==> src/rtl/pipe_stage_skid.sv <==
// ---------------------------------------------------------------------------
// pipe_stage_skid
//
// Generic pipeline stage register with a valid/ready handshake. It can sit
// between any two pipeline stages (ID/EX, EX/MEM, MEM/WB). With SKID=1 the
// stage holds up to two entries: a main entry M that drives the outputs and
// a skid entry S. This lets in_ready be a plain register, so no
// combinational ready path runs back through the pipe. With SKID=0 the stage
// holds one entry, and in_ready is combinational from out_ready.
//
// Control bits read as zero whenever the output is not valid, so a bubble
// can never trigger a load, a register-file write or a memory write
// downstream. The payload is not cleared on bubbles.
//
// Ports:
//   clk        rising-edge clock
//   R          asynchronous reset, active low
//   flush      synchronous squash of every held entry
//   in_valid   upstream has a transfer
//   in_ready   stage can accept this cycle
//   in_data    upstream payload            [DATA_W]
//   in_ctrl    upstream control bits       [CTRL_W]
//   out_valid  stage holds a valid entry
//   out_ready  downstream accepts this cycle
//   out_data   head payload                [DATA_W]
//   out_ctrl   head control, 0 when out_valid=0 [CTRL_W]
//   occ        number of held entries, 0..2
//   stall_cnt  saturating count of consecutive cycles the head was blocked
// ---------------------------------------------------------------------------
module pipe_stage_skid #(
    parameter int DATA_W  = 32,
    parameter int CTRL_W  = 6,
    parameter int SKID    = 1,
    parameter int STALL_W = 8
) (
    input  logic               clk,
    input  logic               R,
    input  logic               flush,
    input  logic               in_valid,
    output logic               in_ready,
    input  logic [DATA_W-1:0]  in_data,
    input  logic [CTRL_W-1:0]  in_ctrl,
    output logic               out_valid,
    input  logic               out_ready,
    output logic [DATA_W-1:0]  out_data,
    output logic [CTRL_W-1:0]  out_ctrl,
    output logic [1:0]         occ,
    output logic [STALL_W-1:0] stall_cnt
);

    logic               r_mv;
    logic [DATA_W-1:0]  r_md;
    logic [CTRL_W-1:0]  r_mc;
    logic [STALL_W-1:0] r_stall;
    logic               w_sv;
    logic               w_in_ready;
    logic               w_in_fire;
    logic               w_out_fire;

    assign w_in_fire  = in_valid & w_in_ready;
    assign w_out_fire = r_mv & out_ready;

    generate
        if (SKID != 0) begin : g_skid
            logic              r_sv;
            logic [DATA_W-1:0] r_sd;
            logic [CTRL_W-1:0] r_sc;

            // Ready depends only on the skid flag. When the skid entry is
            // full, upstream waits, so in_fire and sv=1 never coincide.
            assign w_in_ready = ~r_sv;
            assign w_sv       = r_sv;

            // If the head is free or leaving, refill it: from S first, to
            // keep FIFO order, and from the input otherwise. If the head is
            // blocked, an accepted input parks in S.
            always_ff @(posedge clk or negedge R) begin
                if (!R) begin
                    r_mv <= 1'b0;
                    r_md <= '0;
                    r_mc <= '0;
                    r_sv <= 1'b0;
                    r_sd <= '0;
                    r_sc <= '0;
                end else if (flush) begin
                    r_mv <= 1'b0;
                    r_mc <= '0;
                    r_sv <= 1'b0;
                    r_sc <= '0;
                end else if (!r_mv || out_ready) begin
                    if (r_sv) begin
                        r_md <= r_sd;
                        r_mc <= r_sc;
                        r_mv <= 1'b1;
                        r_sv <= 1'b0;
                    end else begin
                        r_md <= in_data;
                        r_mc <= in_ctrl;
                        r_mv <= w_in_fire;
                    end
                end else if (w_in_fire) begin
                    r_sd <= in_data;
                    r_sc <= in_ctrl;
                    r_sv <= 1'b1;
                end
            end
        end else begin : g_noskid
            // A single entry can accept whenever it is empty or draining
            // this cycle, so ready follows out_ready combinationally.
            assign w_in_ready = ~r_mv | out_ready;
            assign w_sv       = 1'b0;

            always_ff @(posedge clk or negedge R) begin
                if (!R) begin
                    r_mv <= 1'b0;
                    r_md <= '0;
                    r_mc <= '0;
                end else if (flush) begin
                    r_mv <= 1'b0;
                    r_mc <= '0;
                end else if (w_in_ready) begin
                    r_md <= in_data;
                    r_mc <= in_ctrl;
                    r_mv <= w_in_fire;
                end
            end
        end
    endgenerate

    // Counts only while a valid head is being refused. The count holds at
    // all-ones instead of wrapping, so a long stall never reads as a short
    // one.
    always_ff @(posedge clk or negedge R) begin
        if (!R) begin
            r_stall <= '0;
        end else if (flush || !r_mv || w_out_fire) begin
            r_stall <= '0;
        end else if (r_stall != {STALL_W{1'b1}}) begin
            r_stall <= r_stall + STALL_W'(1);
        end
    end

    assign in_ready  = w_in_ready;
    assign out_valid = r_mv;
    assign out_data  = r_md;
    assign out_ctrl  = r_mv ? r_mc : '0;
    assign occ       = {1'b0, r_mv} + {1'b0, w_sv};
    assign stall_cnt = r_stall;

endmodule
==> config.mk <==
export PLATFORM = sky130hd
export DESIGN_NAME = pipe_stage_skid
export DESIGN_NICKNAME = d
export VERILOG_FILES = /design/src/rtl/pipe_stage_skid.sv
export SDC_FILE = /design/constraint.sdc
export NUM_CORES = 1
export LEC_CHECK = 0
export ABC_AREA = 1
export BUFFER_PORTS_ARGS = -buffer_cell sky130_fd_sc_hd__buf_4
export CORE_MARGIN = 3
export CORE_UTILIZATION = 60
export CTS_BUF_LIST = sky130_fd_sc_hd__clkbuf_8
export CTS_CLUSTER_SIZE = 40
export DETAILED_ROUTE_END_ITERATION = 10
export PLACE_DENSITY = 0.86
export SYNTH_ARGS = -nofsm -noshare
export SYNTH_HDL_FRONTEND = slang
export SYNTH_SLANG_ARGS = --single-unit
==> constraint.sdc <==
create_clock -name clk -period 2.46 [get_ports clk]
set_input_delay 0.492 -clock clk [delete_from_list [all_inputs] [get_ports clk]]
set_output_delay 0.492 -clock clk [all_outputs]
set_load 0.02 [all_outputs]
Yosys cells after proc, flatten, opt, wreduce, memory -nomap -nowiden. Cells that the tools add are included. Widths: inputs -> output; s select.

Register bits: 86. Output and inout port bits: 50.

Add/subtract/negate cells: 2. Eq/ne operators: 2. Mux-type cells: 16. Bitwise logic cells: 5. Reduce and logical (&&, ||, !) cells: 11.

Operators with widths (number): $mux 6 (7); $mux 32 (1); $mux 8 (2); $add 8x1->8 const B (1); $ne 8x8->1 const B (1); $mux 1 (6); $reduce_bool 2->1 (3); $reduce_and 2->1 (2); $logic_or 1x1->1 (3); $not 1->1 (3); $reduce_and 3->1 (1); $reduce_bool 3->1 (1); $add 1x1->2 (1); $and 1x1->1 (2); $ne 2x2->1 const B (1); $logic_not 1->1 (1).

Logic depth before layout (Yosys ltp).
Word-level depth: 5. Depth in mapped cells: 7.

Worst setup path before layout. OpenSTA, ideal clock, no wires.

Path kind: flip-flop to output port. From: register r_mv (netlist: out_valid). To: output port occ[0]. Arrival: 0.940 ns. Slack: 1.028 ns. Stages on the path, launching flop included: 2. Path buffers: 0. Cells stage by stage: dfrtp_1 ha_1.

Word-level cells in the longest chain between the ends: 1.

Ends and longest elaborated chain: from (decl) (line 51) `logic r_mv;`; from (signal assigned) (line 99) `r_mv <= w_in_fire;`; $add 1x1->2 (line 147) `assign occ = {1'b0, r_mv} + {1'b0, w_sv};`; to (decl) (line 47) `output logic [1:0] occ,`.

Every way passes these cells.

Worst setup path in the final report.
From: register g_skid.r_sv. To: output port in_ready.

Word-level cells in the longest chain between the ends: 1.

Ends and longest elaborated chain: from (decl) (line 65) `logic r_sv;`; from (signal assigned) (line 82) `r_sv <= 1'b0;`; from (signal assigned) (line 88) `r_sv <= 1'b0;`; from (signal assigned) (line 95) `r_sv <= 1'b0;`; $not 1->1 (line 71) `assign w_in_ready = ~r_sv;`; to (decl) (line 40) `output logic in_ready,`.

Every way passes these cells.

==> results_tabular.tex <==
\begin{tabular}{lr}
\hline
Metric & Value \\
\hline
\multicolumn{2}{l}{\textbf{Route}} \\
\quad Drt pass-1 iters & 5 \\
\quad Vias after detailed routing & 3,461 \\
\quad Total DRC errors in the routed layout & 0 \\
\quad Antenna-violating nets left & 0 \\
\quad Total Routed Length & about 9400 um \\
\quad Number of DRC markers after the initial detailed-route iteration & approximately 250 \\
\quad Average routed wire per standard cell & between 15 and 20 um \\
\quad Post-detailed-route via-to-cell ratio & around 5.5 \\
\multicolumn{2}{l}{\textbf{Synthesis}} \\
\quad Mean instance size in the synthesized netlist & around 8.5 um\^{}2 \\
\quad Number of enable flip-flop cells after synthesis & 0 \\
\quad Flip-flop and latch count after synthesis & 86 \\
\quad Library cell with the largest summed area after synthesis & dfrtp\_1 \\
\quad Largest cells by area after synthesis & dfrtp\_1 56\%, nand2\_1 14\%, nor2\_1 8.1\% \\
\quad Cell types with the highest counts after synthesis & 140 x nand2\_1, 86 x dfrtp\_1, 84 x nor2\_1 \\
\quad Cell count after synthesis & approximately 460 \\
\quad Cell with the most instances after synthesis & nand2\_1 \\
\quad Netlist Area Pre-Place & 3870 um\^{}2 \\
\quad Count of distinct cell types in the synthesized netlist & 22 \\
\quad Net count after synthesis & $\sim$500 \\
\quad Yosys Warn Count & 0 \\
\quad Share of the synthesized area in the top cell type & a little under three fifths \\
\quad Proportion of synthesized chip area in sequential cells & $\sim$56\% \\
\quad Async set-reset flop share out of synthesis & 100.0\% \\
\quad Most used flip-flop cell after synthesis & dfrtp\_1 \\
\multicolumn{2}{l}{\textbf{Place}} \\
\quad Final HPWL DP & 6556 um \\
\quad Gp weighted congestion & between 0.8 and 0.9 \\
\quad Count of buffers inserted at the top-level ports & 92 \\
\multicolumn{2}{l}{\textbf{Clock tree}} \\
\quad Total of hold buffers inserted after clock tree synthesis & 0 \\
\quad Maximum root-to-sink buffer count & 2 \\
\quad Root buffer selected by CTS & clkbuf\_8 \\
\quad Worst-Skew Late Latency & roughly 360 ps \\
\quad Register clock-pin slew on the reported worst setup and hold paths & 90 ps \\
\quad Post-CTS resize count & 0 \\
\quad Level count of the clock H-tree & 3 \\
\quad Count of buffers added by post-CTS timing repair for setup & 0 \\
\quad CTS Sinks & 86 \\
\quad Clock tree from TritonCTS & done \\
\quad Number of CTS-inserted buffers & 9 \\
\multicolumn{2}{l}{\textbf{Global routing}} \\
\quad Wire length of the first global-routing pass & roughly 16,000 um \\
\quad GRT overflow & 0 \\
\quad Overall Global Routing Usage & between 20\% and 30\% \\
\quad Number of antenna violations at the first check in global routing & 0 \\
\quad Maximum number of pins on one net before global-route repair & 44 \\
\quad Number of global-route vias before repair & 3,402 \\
\multicolumn{2}{l}{\textbf{Pwr}} \\
\quad Part of the total power dissipated in combinational logic & approximately 18\% \\
\quad Net switching fraction of the power & a little under 30\% \\
\quad Reported leakage power & 0.002610 uW \\
\quad P\_sw & between 900 and 1000 uW \\
\quad PwrDens & $\sim$690 nW/um\^{}2 \\
\quad VDD IR-drop max & 0.4289 mV \\
\quad Total internal power & roughly 2300 uW \\
\quad Part of the power in the clock network & 30.1\% \\
\quad Portion of total power attributed to sequential cells & roughly 52\% \\
\multicolumn{2}{l}{\textbf{Setup path}} \\
\quad Worst setup EP type & output pin \\
\quad Required arrival time at the worst endpoint & $\sim$2000 ps \\
\quad Arrival time reported for the critical path endpoint & between 1500 and 2000 ps \\
\quad Kind of launch point of the worst setup path & register \\
\quad Worst Path Max Fanout & 12 \\
\quad Kind of critical path & reg2out \\
\multicolumn{2}{l}{\textbf{Die}} \\
\quad Die width & around 86 um \\
\quad Initial Util & a little under two thirds \\
\quad Number of top-level pins & slightly above 90 \\
\quad Area of the die & approximately 7400 um\^{}2 \\
\quad DIE HEIGHT & roughly 86 um \\
\quad Standard-cell row count & 28 \\
\quad CORE AREA & about 6100 um\^{}2 \\
\multicolumn{2}{l}{\textbf{Final layout}} \\
\quad Final Net Count & 591 \\
\quad Antenna cells & 0 \\
\quad Fraction of layout cells with a size suffix above 1 & about a quarter \\
\quad Multi-input gate area & $\sim$1500 um\^{}2 \\
\quad Area added between synthesis and finish & 24.31\% \\
\quad Area used by sequential logic in the layout & $\sim$2200 um\^{}2 \\
\quad Count of filler cells inserted in the layout & around 430 \\
\multicolumn{2}{l}{\textbf{STA}} \\
\quad Endpoints failing hold & 0 \\
\quad Final-layout worst hold slack & approximately 100 ps \\
\quad Actual transition at the worst max-transition pin & 533.4 ps \\
\quad Final Critical Period & about 2000 ps \\
\quad Relative slew slack & 64.44\% \\
\quad Max Fclk & roughly 490 MHz \\
\quad Number of pins with negative max-slew slack in the final report & 0 \\
\quad Setup repair after global routing missed its margin & no \\
\quad Worst clock skew on the final layout & 12.25 ps \\
\quad Summed negative setup slack over all endpoints & 0 ps \\
\quad Setup violators final & 0 \\
\quad Period utilization & between 80 and 90\% \\
\multicolumn{2}{l}{\textbf{Run}} \\
\quad Total of max-cap violations & 0 \\
\multicolumn{2}{l}{\textbf{Worst hold path}} \\
\quad Classification of the worst-slack hold path & in2async \\
\multicolumn{2}{l}{\textbf{Outcome}} \\
\quad Run status & completed \\
\hline
\end{tabular}
[cells by family after synthesis]
family	synth area share (%)
AO/OA/AOI/OAI	8.341
flip-flops	55.61
adder cells (fa/ha/maj)	0.6465
buffers and inverters	5.884
AND/OR/NAND/NOR	29.52
[state kept, by name, summed over array words and instances (netlist names)]
| register | flops |
|---|---|
| out_valid | 1 |
| r_mc | 6 |
| g_skid.r_sc | 6 |
| out_data | 32 |
| stall_cnt | 8 |
| g_skid.r_sv | 1 |
| g_skid.r_sd | 32 |
[per-layer routing]
metal	GRT usage (%)	wire (um)	up-vias
met2	46.18	4727	133
met3	5.989	664	17
met4	10.76	208	0
li1	-	-	1653
met5	0	0	-
met1	34.59	3801	1658
[layout make-up]
class	count	share of cell area (%)
timing repair buffer	106	16.80
clock inverter	7	1.534
multi-input combinational	326	31.08
clock buffer	9	2.575
sequential	86	44.73
inverter	17	1.326
tap	75	1.951
[cells in the final DEF, fill, tap and decap left out, drive strengths merged]
| master | count |
|---|---|
| nand2 | 143 |
| buf | 106 |
| dfrtp | 86 |
| nor2 | 86 |
| nand3 | 47 |
| o31ai | 37 |
| inv | 20 |
| clkbuf | 9 |
| o21ai | 7 |
| clkinvlp | 3 |
| a21oi | 2 |
| ha | 2 |
| or2 | 1 |
| nor3 | 1 |
| bufinv | 1 |
[power by group through the flow]
stage | clock network (uW) | registers [uW] | logic (uW)
2_1_floorplan | 0 | 1810 | 246
3_3_place_gp | 0 | 1740 | 575
3_5_place_dp | 0 | 1750 | 600
4_1_cts | 1010 | 1720 | 603
5_1_grt | 1080 | 1750 | 661
6_report | 998 | 1720 | 596
[worst paths after layout]
| kind | startpoint | to | slack, ps | depth (start not counted) |
|---|---|---|---|---|
| min in group clk | in_data[12] | g_skid.r_sd[12] | 360 | 3 |
| max in group asynchronous | R | g_skid.r_sd[27] | 1710 | 2 |
| max reg2reg | out_valid | g_skid.r_sc[5] | 680 | 6 |
| min | R | stall_cnt[6] | 100 | 1 |
| max | g_skid.r_sv | in_ready | 430 | 2 |
| min reg2reg | g_skid.r_sd[7] | g_skid.r_sd[7] | 480 | 2 |
[worst max-delay path, cell delays in order, from the launching register on]
cell,delay (ps)
dfrtp_1,640
inv_1,300
buf_4,240
[per-stage QoR]
stage | area, um^2 | setup WS [ps] | util (%) | power (uW) | instances
global route | 4811 | 300.9 | 78.92 | 3490 | 626
global placement | 4613 | 722.0 | 75.68 | 2318 | 610
detailed placement | 4613 | 665.0 | 75.68 | 2349 | 610
finish | 4811 | 430.0 | 78.92 | 3318 | 626
CTS | 4811 | 397.2 | 78.92 | 3335 | 626
floorplan | 3870 | 1028 | - | 2054 | 456
Power figures use the tool's default switching activity.
